<file path="src/rtl/pipe_hazard_ctrl.sv">
// pipe_hazard_ctrl: central stall/flush controller for the five-stage pipeline.
//
// Decides each cycle whether PC, IF/ID, ID/EX, EX/MEM and MEM/WB advance,
// hold or take a bubble. Handles three cases:
//   - multi-cycle data-memory access, with a forced release after MEM_TIMEOUT
//     stalled cycles (highest priority),
//   - EX-stage redirects (taken branch, JAL, JALR),
//   - load-use hazards (a one-cycle stall).
//
// Parameters:
//   MEM_TIMEOUT   max stalled cycles for one data access (1..255)
// Optional feature:
//   HAZ_PERF_CNT_EN  when defined, stall_cycles / flush_events count cycles
//                    with pc_en = 0 / if_id_flush = 1; otherwise both are 0.
// Ports:
//   clk, reset                  clock, synchronous active-high reset
//   id_rs1/id_rs2, id_uses_*    ID-stage source registers and their use flags
//   ex_rd, ex_mem_read          EX-stage destination and "is a load"
//   ex_redirect                 EX resolved a taken branch / JAL / JALR
//   mem_access, dmem_ready      MEM-stage load/store and memory completion
//   dmem_req                    data-memory request strobe
//   pc_en, *_en                 pipeline register update enables
//   if_id_flush, id_ex_flush    bubble insertion into IF/ID, ID/EX
//   mem_wb_bubble               MEM/WB captures a non-writing bubble
//   mem_timeout                 one-cycle pulse: access abandoned
//   stall_cycles, flush_events  performance counters
module pipe_hazard_ctrl #(
   parameter int MEM_TIMEOUT = 15
) (
   input  logic        clk,
   input  logic        reset,
   input  logic [4:0]  id_rs1,
   input  logic [4:0]  id_rs2,
   input  logic        id_uses_rs1,
   input  logic        id_uses_rs2,
   input  logic [4:0]  ex_rd,
   input  logic        ex_mem_read,
   input  logic        ex_redirect,
   input  logic        mem_access,
   input  logic        dmem_ready,
   output logic        dmem_req,
   output logic        pc_en,
   output logic        if_id_en,
   output logic        if_id_flush,
   output logic        id_ex_en,
   output logic        id_ex_flush,
   output logic        ex_mem_en,
   output logic        mem_wb_bubble,
   output logic        mem_timeout,
   output logic [31:0] stall_cycles,
   output logic [31:0] flush_events
);

   localparam int CW = $clog2(MEM_TIMEOUT + 1);
   localparam logic [CW-1:0] TIMEOUT_VAL = CW'(MEM_TIMEOUT);

   typedef enum logic {RUN, MEM_WAIT} state_t;

   state_t        state, state_nxt;
   logic [CW-1:0] wait_cnt, wait_cnt_nxt;
   logic          mstall, timeout, load_use;

   always_ff @(posedge clk) begin
      if (reset) begin
         state    <= RUN;
         wait_cnt <= '0;
      end else begin
         state    <= state_nxt;
         wait_cnt <= wait_cnt_nxt;
      end
   end

   // wait_cnt holds the number of stalled cycles already spent on the
   // current access, so reaching MEM_TIMEOUT means the budget is used up
   // and this cycle becomes the forced release.
   always_comb begin
      state_nxt    = RUN;
      wait_cnt_nxt = '0;
      mstall       = 1'b0;
      timeout      = 1'b0;
      case (state)
         RUN: begin
            if (mem_access && !dmem_ready) begin
               mstall       = 1'b1;
               state_nxt    = MEM_WAIT;
               wait_cnt_nxt = CW'(1);
            end
         end
         MEM_WAIT: begin
            // ready (or the access going away) releases; ready beats timeout
            if (mem_access && !dmem_ready) begin
               if (wait_cnt == TIMEOUT_VAL) begin
                  timeout = 1'b1;
               end else begin
                  mstall       = 1'b1;
                  state_nxt    = MEM_WAIT;
                  wait_cnt_nxt = wait_cnt + CW'(1);
               end
            end
         end
         default: begin
            state_nxt = RUN;
         end
      endcase
   end

   assign load_use = ex_mem_read && (ex_rd != 5'd0) &&
                     ((id_uses_rs1 && (id_rs1 == ex_rd)) ||
                      (id_uses_rs2 && (id_rs2 == ex_rd)));

   // Priority: mstall > redirect > load-use > normal. A redirect squashes the
   // ID instruction, so its load-use match is irrelevant.
   always_comb begin
      dmem_req      = mem_access;
      pc_en         = 1'b1;
      if_id_en      = 1'b1;
      if_id_flush   = 1'b0;
      id_ex_en      = 1'b1;
      id_ex_flush   = 1'b0;
      ex_mem_en     = 1'b1;
      mem_wb_bubble = timeout;   // abandoned access must not write back
      mem_timeout   = timeout;
      if (reset) begin
         dmem_req      = 1'b0;
         pc_en         = 1'b0;
         if_id_en      = 1'b0;
         if_id_flush   = 1'b1;
         id_ex_en      = 1'b0;
         id_ex_flush   = 1'b1;
         ex_mem_en     = 1'b0;
         mem_wb_bubble = 1'b1;
         mem_timeout   = 1'b0;
      end else if (mstall) begin
         // freeze everything; a pending redirect waits in the frozen EX stage
         pc_en         = 1'b0;
         if_id_en      = 1'b0;
         id_ex_en      = 1'b0;
         ex_mem_en     = 1'b0;
         mem_wb_bubble = 1'b1;
      end else if (ex_redirect) begin
         if_id_flush = 1'b1;
         id_ex_flush = 1'b1;
      end else if (load_use) begin
         pc_en       = 1'b0;
         if_id_en    = 1'b0;
         id_ex_flush = 1'b1;
      end
   end

`ifdef HAZ_PERF_CNT_EN
   always_ff @(posedge clk) begin
      if (reset) begin
         stall_cycles <= '0;
         flush_events <= '0;
      end else begin
         if (!pc_en)      stall_cycles <= stall_cycles + 32'd1;
         if (if_id_flush) flush_events <= flush_events + 32'd1;
      end
   end
`else
   assign stall_cycles = '0;
   assign flush_events = '0;
`endif

endmodule

</file>
<file path="config.mk">
export PLATFORM = sky130hd
export DESIGN_NAME = pipe_hazard_ctrl
export DESIGN_NICKNAME = d
export VERILOG_FILES = /design/src/rtl/pipe_hazard_ctrl.sv
export SDC_FILE = /design/constraint.sdc
export NUM_CORES = 1
export LEC_CHECK = 0
export ABC_AREA = 1
export BUFFER_PORTS_ARGS = -buffer_cell sky130_fd_sc_hd__buf_2
export CORE_MARGIN = 5
export CORE_UTILIZATION = 33
export DETAILED_ROUTE_END_ITERATION = 6
export GPL_ROUTABILITY_DRIVEN = 0
export MAX_ROUTING_LAYER = met4
export PLACE_DENSITY = 0.81
export SLEW_MARGIN = 10
export SYNTH_ARGS = -nofsm -noshare
export SYNTH_HDL_FRONTEND = slang
export SYNTH_SLANG_ARGS = --single-unit
</file>
<file path="constraint.sdc">
create_clock -name clk -period 1.3 [get_ports clk]
set_clock_uncertainty 0.15 [all_clocks]
set_input_delay 0.13 -clock clk [delete_from_list [all_inputs] [get_ports clk]]
set_output_delay 0.13 -clock clk [all_outputs]
set_load 0.01 [all_outputs]
</file>
==> results of run 1 <==
per-layer routing:
layer | wire length (um) | vias up
met2 | 943 | 62
li1 | - | 432
met1 | 626 | 370
met3 | 264 | 3
met4 | 16 | 0
met5 | 0 | -
state kept, by name, indices dropped and copies added, names as in the netlist:
| name | flops |
|---|---|
| state | 1 |
| wait_cnt | 4 |
final cells by class:
cell class | count | area [sq um]
sequential | 5 | 103
fill | 338 | 1910
tap | 33 | 41.3
clock buffer | 4 | 26.3
timing repair buffer | 39 | 240
inverter | 25 | 98.8
multi-input combinational | 130 | 588
power breakdown:
part	leakage [nW]	switching [mW]	internal, mW
registers	0.0415	0.00224	0.157
logic	0.671	0.176	0.0833
clock network	0.0150	0.0570	0.116
total	0.728	0.235	0.356
stage by stage:
step                      setup WS [ns]  hold slack, ns  cell area [sq um]  cells
after detailed placement         -0.145           0.362               1000    228
after floorplan                  -0.127          0.0750               1280    226
after CTS                        -0.375           0.125               1060    233
final                            -0.369           0.131               1100    236
after global placement           -0.101           0.356               1000    228
after global routing             -0.450           0.146               1100    236
kinds of logic after synthesis:
group	count (synthesis)	share of synthesized area, %
adders and majority gates	1	1.24
other	1	0.371
buffers and inverters	91	58.4
AOI/OAI and AO/OA	4	3.47
xor gates and xnor gates	1	0.868
DFF	5	9.91
and+or+nand+nor	60	25.8
layout by cell type (no fill, tap or decap):
cell type  Yosys  final
nor2_4         1      1
buf_6          0      4
clkinv_4       0      1
nand2_4        1      1
inv_2          3      4
xor2_1         1      1
nor3_2         0      1
nor2_2         1      2
nand2_1       33     31
nand2_2        1      3
conb_1         1     64
ha_4           0      1
nand3_1        5      5
buf_4         66      8
dfxtp_2        0      2
nor2_1        14     13
dfxtp_1        5      3
buf_2          0     27
nor4_2         0      1
o21ai_0        2      2
o21ai_4        1      1
inv_1         21     20
clkbuf_1       0      1
o21ai_2        1      1
nand4_1        2      2
clkbuf_4       0      3
what timing repair did:
| item | 4_1_cts | 5_1_grt |
|---|---|---|
| resized for setup | 4 | 2 |
| buffers inserted | 1 | 3 |
| hold buffers | 0 | 0 |
| pin swaps | 2 | 1 |
| setup endpoints to repair | 10 | 12 |
worst max-delay path: stages, from the launching register on:
cell      delay [ns]
dfxtp_2         0.34
ha_4            0.14
nand2_2         0.04
inv_2           0.07
nand2_4         0.05
o21ai_4         0.16
nand2_2         0.09
clkinv_4        0.06
nand2_2         0.04
inv_2           0.06
buf_6           0.10
worst paths after layout:
check	cells after the start	slack (ns)	from	end
max	10	-0.37	wait_cnt[1]$_SDFF_PP0_	if_id_en
min	4	0.13	dmem_ready	wait_cnt[2]$_SDFF_PP0_
max reg2reg	9	-0.06	wait_cnt[1]$_SDFF_PP0_	wait_cnt[0]$_SDFF_PP0_
min reg2reg	3	0.37	wait_cnt[0]$_SDFF_PP0_	wait_cnt[0]$_SDFF_PP0_
==> impl_metrics.ini, run 1 <==
[floorplan]
die-area_sq_mm = 0.00427
num_io_pins = 96
rows = 20
initial_utilization_pct = 33.6
core_sq_mm = 0.00300
fp.dieW_um = 65.3
die_height_um = 65.3

[clocking]
cts_tree = done
cts_buffers = 3
clk_pin_slew_ns = 0.04
clockBufferDepth = 2
clkLatencyLatePin_ns = 0.24
cts_root_buf = clkbuf_4
htree_levels = 1
clkSinkCount = 5

[worst_setup_path]
end_kind = output port
required_ns = 1.02
worstSetupPathType = register to output port
cp-start-kind = register
worstPathArrival_ns = 1.39
cp_max_fo = 3

[synth]
synth_ff_type = dfxtp_1
yosysTopAreaCell = buf_4
synth-seq-area-share_pct = 9.91
yosysTopAreaCellShare_pct = 49.1
synth_cells = 163
synth_cell_types = 21
synth.cell_area_sq_mm = 0.00101
ys_ff_latch = 5
synth_edf_count = 0
synth_area_per_cell_sq_um = 6.19
synth_most_common_cell = buf_4
synth_area_leaders = buf_4 49%, nand2_1 12%, dfxtp_1 9.9%
yosys_warnings = 0
synth_commonest_cells = 66 x buf_4, 33 x nand2_1, 21 x inv_1
synth-async-reset-ratio_pct = 0

[power]
leakage_nw = 0.728
total_power_mw = 0.591
peakVddDrop_mv = 0.131
powerDensity_mw_per_mm2 = 538

[placed_design]
port_buffers = 31
place_hpwl_um = 1710

[global_routing]
antenna_found_initial = 0
grtUsageMet3_pct = 0.684
grtUsageMet2_pct = 13.9
overflow = 0
grt-busiest-layer = met2
grt_use_met1_pct = 8.35
grt_pass1_vias = 695
track_usage_pct = 7.69
grt_pass1_wl_um = 2570
grt_max_degree = 6

[sta]
rsz0062_at_grt = true
fmax_mhz = 599
hold_viol_final = 0
fin_crit_ns = 1.67
fin_tns_setup_ns = -2.41
period_share_pct = 128
worst_slack_ns = -0.369
finalMaxSlewViolations = 0
setup-violations-final = 8

[run_status]
failed_checks = negative setup slack
outcome = complete, but fails checks

[drt]
drc = 0
first_pass_iters = 3
postRouteAntennaNets = 0
drt-vias-per-instance = 3.67
wl_per_cell_um = 7.83
via_count = 867
routed_wl_um = 1850
drt_iter0_drc = 7

[final_layout]
final_nets = 228
final_layout_size_suffix_gt1_share_pct = 30.0
insertedDiodeCount = 0
area_growth_syn_to_layout_pct = 8.67
fin_util_pct = 36.5

[min_path]
hold_path.class = input port to register

[flow_run]
maxCapViolations = 0
Power figures use the tool's default switching activity.
==> run 2, diff against run 1 <==
--- a/config.mk
+++ b/config.mk
@@ -7,12 +7,12 @@
 export LEC_CHECK = 0
 export ABC_AREA = 1
 export BUFFER_PORTS_ARGS = -buffer_cell sky130_fd_sc_hd__buf_2
-export CORE_MARGIN = 5
-export CORE_UTILIZATION = 33
+export CORE_MARGIN = 3
+export CORE_UTILIZATION = 37
 export DETAILED_ROUTE_END_ITERATION = 6
 export GPL_ROUTABILITY_DRIVEN = 0
 export MAX_ROUTING_LAYER = met4
-export PLACE_DENSITY = 0.81
+export PLACE_DENSITY = 0.85
 export SLEW_MARGIN = 10
 export SYNTH_ARGS = -nofsm -noshare
 export SYNTH_HDL_FRONTEND = slang
==> constraint.sdc (replaced) <==
create_clock -name clk -period 1.7 [get_ports clk]
set_clock_uncertainty 0.15 [all_clocks]
set_input_delay 0.17 -clock clk [delete_from_list [all_inputs] [get_ports clk]]
set_output_delay 0.17 -clock clk [all_outputs]
set_load 0.01 [all_outputs]
==> impl_metrics.ini, run 2 (synthesis gave the netlist of run 1 again) <==
[run_status]
outcome = complete, but fails checks
failed_checks = negative setup slack

[clocking]
clockBufferDepth = 2
clkLatencyLatePin_ns = 0.25
cts_buffers = 3
cts_root_buf = clkbuf_4
htree_levels = 1
clkSinkCount = 5
cts_tree = done
hold_buffers = 0
clk_pin_slew_ns = 0.04

[min_path]
hold_path.class = input port to register
hp-start = reset
min_path_cells = 2
min_to = state$_SDFF_PP0_

[worst_setup_path]
required_ns = 1.38
worstSetupPathType = register to output port
r2r_start = wait_cnt[0]$_SDFF_PP0_
r2r-end = wait_cnt[2]$_SDFF_PP0_
cp-start-kind = register
worstPathArrival_ns = 1.43
cp_max_fo = 3
rr_worst_depth = 7
end_kind = output port
rrSetupSlack_ns = 0.43

[sta]
worst_slack_ns = -0.0521
hold_viol_final = 0
rsz0062_at_grt = true
period_share_pct = 103
finalMaxSlewViolations = 0
fmax_mhz = 571
setup-violations-final = 5
whs_ns = 0.0607
fin_crit_ns = 1.75
fin_tns_setup_ns = -0.219

[drt]
wl_per_cell_um = 8.14
drc = 0
routed_wl_um = 1890
first_pass_iters = 3
via_count = 840
postRouteAntennaNets = 0
drt_iter0_drc = 14
drt-vias-per-instance = 3.62

[power]
leakage_nw = 0.726
powerDensity_mw_per_mm2 = 426
peakVddDrop_mv = 0.356

[final_layout]
final_cell_count_no_fill = 232
final_common_cell = conb_1
largest_reg_flops = 4
final_cell_mix = 64 x conb_1, 31 x nand2_1, 29 x buf_2
area_growth_syn_to_layout_pct = 6.20
regMostFlops = wait_cnt
nFillCells = 273
final_layout_size_suffix_gt1_share_pct = 28.7
insertedDiodeCount = 0
fin_util_pct = 42.1
reg_top3 = wait_cnt (4), state (1)
final_nets = 227

[floorplan]
die-area_sq_mm = 0.00339
core_sq_mm = 0.00254
die_height_um = 58.2
fp.dieW_um = 58.2
initial_utilization_pct = 39.7
num_io_pins = 96
rows = 18

[global_routing]
grt_pass1_vias = 635
antenna_found_initial = 0
overflow = 0
track_usage_pct = 9.80
grt_max_degree = 6
grt_pass1_wl_um = 2480

[placed_design]
dp_slack_ns = 0.148
post-place-cells = 221
port_buffers = 31
place_hpwl_um = 1550

[flow_run]
maxCapViolations = 0
==> run 2: how the worst max path moves through the flow <==
stage | startpoint | end | slack [ns]
floorplan | wait_cnt[0]$_SDFF_PP0_ | pc_en | 0.15
global placement | wait_cnt[0]$_SDFF_PP0_ | pc_en | 0.19
detailed placement | wait_cnt[0]$_SDFF_PP0_ | pc_en | 0.15
CTS | wait_cnt[1]$_SDFF_PP0_ | pc_en | -0.09
global route | wait_cnt[0]$_SDFF_PP0_ | if_id_en | -0.11
finish | wait_cnt[0]$_SDFF_PP0_ | ex_mem_en | -0.05
==> run 2: final cells by class <==
cell class	count	area (sq um)	share of cell area (%)
multi-input combinational	130	589	55.0
tap	30	37.5	3.50
timing repair buffer	38	220	20.5
inverter	25	96.3	8.98
sequential	5	103	9.57
clock buffer	4	26.3	2.45
==> run 2: routing by layer <==
layer	global-route usage (%)	routed length [um]	vias to the layer above
li1	-	-	429
met2	17.4	993	59
met1	9.85	619	348
met5	-	0	-
met3	2.45	242	4
met4	4.97	33	0
==> run 2: power breakdown <==
| part | leakage (nW) | switching, mW | internal (mW) |
|---|---|---|---|
| Combinational | 0.669 | 0.133 | 0.0581 |
| Clock | 0.0150 | 0.0542 | 0.0891 |
| Sequential | 0.0415 | 0.00189 | 0.120 |
| Total | 0.726 | 0.190 | 0.267 |
==> run 2: per-stage QoR <==
step / cell area, sq um / power [mW]
6_report: 1070 / 0.457
5_1_grt: 1070 / 0.491
4_1_cts: 1010 / 0.444
3_5_place_dp: 943 / 0.298
3_3_place_gp: 943 / 0.296
2_1_floorplan: 1250 / 0.358
==> run 2: what timing repair did <==
action	CTS	global route
setup endpoints to repair	4	7
pin swaps	4	3
buffers inserted	3	4
gates resized for setup	6	7
==> run 2: worst max-delay path, cell delays in order (launching register included) <==
cell	delay (ns)
dfxtp_2	0.36
ha_4	0.15
nand2_2	0.04
inv_2	0.07
nand2_4	0.05
o21ai_4	0.16
nand2_2	0.09
inv_4	0.06
buf_4	0.09
buf_2	0.11
==> run 3, diff against run 2 <==
--- a/config.mk
+++ b/config.mk
@@ -7,12 +7,14 @@
 export LEC_CHECK = 0
 export ABC_AREA = 1
 export BUFFER_PORTS_ARGS = -buffer_cell sky130_fd_sc_hd__buf_2
+export CORE_ASPECT_RATIO = 0.75
 export CORE_MARGIN = 3
 export CORE_UTILIZATION = 37
 export DETAILED_ROUTE_END_ITERATION = 6
 export GPL_ROUTABILITY_DRIVEN = 0
 export MAX_ROUTING_LAYER = met4
 export PLACE_DENSITY = 0.85
+export SETUP_SLACK_MARGIN = 0.4
 export SLEW_MARGIN = 10
 export SYNTH_ARGS = -nofsm -noshare
 export SYNTH_HDL_FRONTEND = slang
==> impl_metrics.ini, run 3 (synthesis gave the netlist of run 1 again) <==
[global_routing]
grt_max_degree = 6
overflow = 0
grt_pass1_wl_um = 2720
antenna_found_initial = 0
grt_pass1_vias = 656
track_usage_pct = 10.7

[min_path]
hp-start = reset
hold_path.class = input port to register

[worst_setup_path]
cp.depth = 8
worstPathArrival_ns = 1.43
startpoint = wait_cnt[1]$_SDFF_PP0_
crit_path_end = id_ex_flush
cp_max_fo = 4
cp_slowest_stage_delay_ns = 0.35
critPathBufInv = 2
slowest_stage = dfxtp_2
worstSetupPathType = register to output port
cpLargestDelayFamily = flip-flops
end_kind = output port
r2r-end = wait_cnt[2]$_SDFF_PP0_
cp-start-kind = register
required_ns = 1.38
crit_chain = ha_4 > nand2_2 > inv_2 > nand2_4 > o21ai_4 > nor2_2 > o21ai_2 > buf_2
rrSetupSlack_ns = 0.37
rr_worst_depth = 7
r2r_start = wait_cnt[0]$_SDFF_PP0_

[floorplan]
initial_utilization_pct = 41.4
rows = 15
fp.dieW_um = 66.3
die-area_sq_mm = 0.00340
num_io_pins = 96
core_sq_mm = 0.00244
die_height_um = 51.2

[drt]
routed_wl_um = 1950
postRouteAntennaNets = 0
via_count = 822
wl_per_cell_um = 8.35
drt-vias-per-instance = 3.51
drc = 0
drt_iter0_drc = 17
first_pass_iters = 4

[sta]
fin_tns_setup_ns = -0.181
whs_ns = 0.0776
finalMaxSlewViolations = 0
hold_viol_final = 0
period_share_pct = 103
setup-violations-final = 5
fmax_mhz = 570
fin_crit_ns = 1.75
worst_slack_ns = -0.0538
rsz0062_at_grt = true

[power]
leakage_nw = 0.722
total_power_mw = 0.461
p_switching_mw = 0.194
p_int_mw = 0.267
seqPwrFrac_pct = 26.4
switching_share_pct = 42.2
clkPwrFrac_pct = 30.4
powerDensity_mw_per_mm2 = 422
comb_power_share_pct = 43.2
peakVddDrop_mv = 0.135

[final_layout]
regMostFlops = wait_cnt
largest_reg_flops = 4
multi_input_area_sq_um = 597
register_area_sq_um = 103
insertedDiodeCount = 0
final_nets = 225
final_layout_size_suffix_gt1_share_pct = 29.0
nFillCells = 268
final_common_cell = conb_1
area_growth_syn_to_layout_pct = 8.18
final_cell_mix = 64 x conb_1, 31 x nand2_1, 27 x buf_2
final_cell_count_no_fill = 234
reg_top3 = wait_cnt (4), state (1)

[clocking]
cts_tree = done
clkLatencyLatePin_ns = 0.25
clockBufferDepth = 2
clk_pin_slew_ns = 0.05
clkSinkCount = 5
cts_buffers = 3
cts_root_buf = clkbuf_4
htree_levels = 1

[flow_run]
maxCapViolations = 0

[placed_design]
post-place-cells = 225
place_hpwl_um = 1630
dp_slack_ns = 0.190
port_buffers = 31

[run_status]
outcome = complete, but fails checks
failed_checks = negative setup slack
==> run 3: routing by layer <==
metal	global-route usage [%]	share of wire, %
met5	-	0
met4	3.04	0
met3	3.52	12
met2	16.6	49
met1	13.4	39
==> run 3: area by class of cell <==
class	count	share of cell area [%]
flip-flops and latches	5	9.39
clock buffers	3	2.06
well taps	34	3.89
inverters	25	9.28
repair buffers	36	20.3
clock inverters	1	0.458
multi-input cells	130	54.6
==> run 3: worst min path at each step <==
stage                             to  cells past startpoint
floorplan           state$_SDFF_PP0_                      1
finish              state$_SDFF_PP0_                      2
global placement    state$_SDFF_PP0_                      2
detailed placement  state$_SDFF_PP0_                      2
global route        state$_SDFF_PP0_                      2
CTS                 state$_SDFF_PP0_                      2
==> run 3: per-stage QoR <==
step                cell area, sq um  utilization (%)
floorplan                       1280                -
global placement                 976             40.0
detailed placement               976             40.0
CTS                             1060             43.3
global route                    1090             44.8
finish                          1090             44.8
==> run 3: timing repair <==
item	CTS	global route
buffers inserted	3	2
pin swaps	1	0
hold buffers	0	0
cloned	0	0
hold endpoints to repair	0	0
gates resized for setup	5	4
setup endpoints to repair	7	11
==> run 3: power groups by stage <==
stage | registers, mW | clock network [mW] | logic, mW
floorplan | 0.123 | 0 | 0.240
global placement | 0.124 | 0 | 0.178
detailed placement | 0.124 | 0 | 0.179
CTS | 0.122 | 0.143 | 0.189
global route | 0.122 | 0.155 | 0.226
finish | 0.122 | 0.140 | 0.199
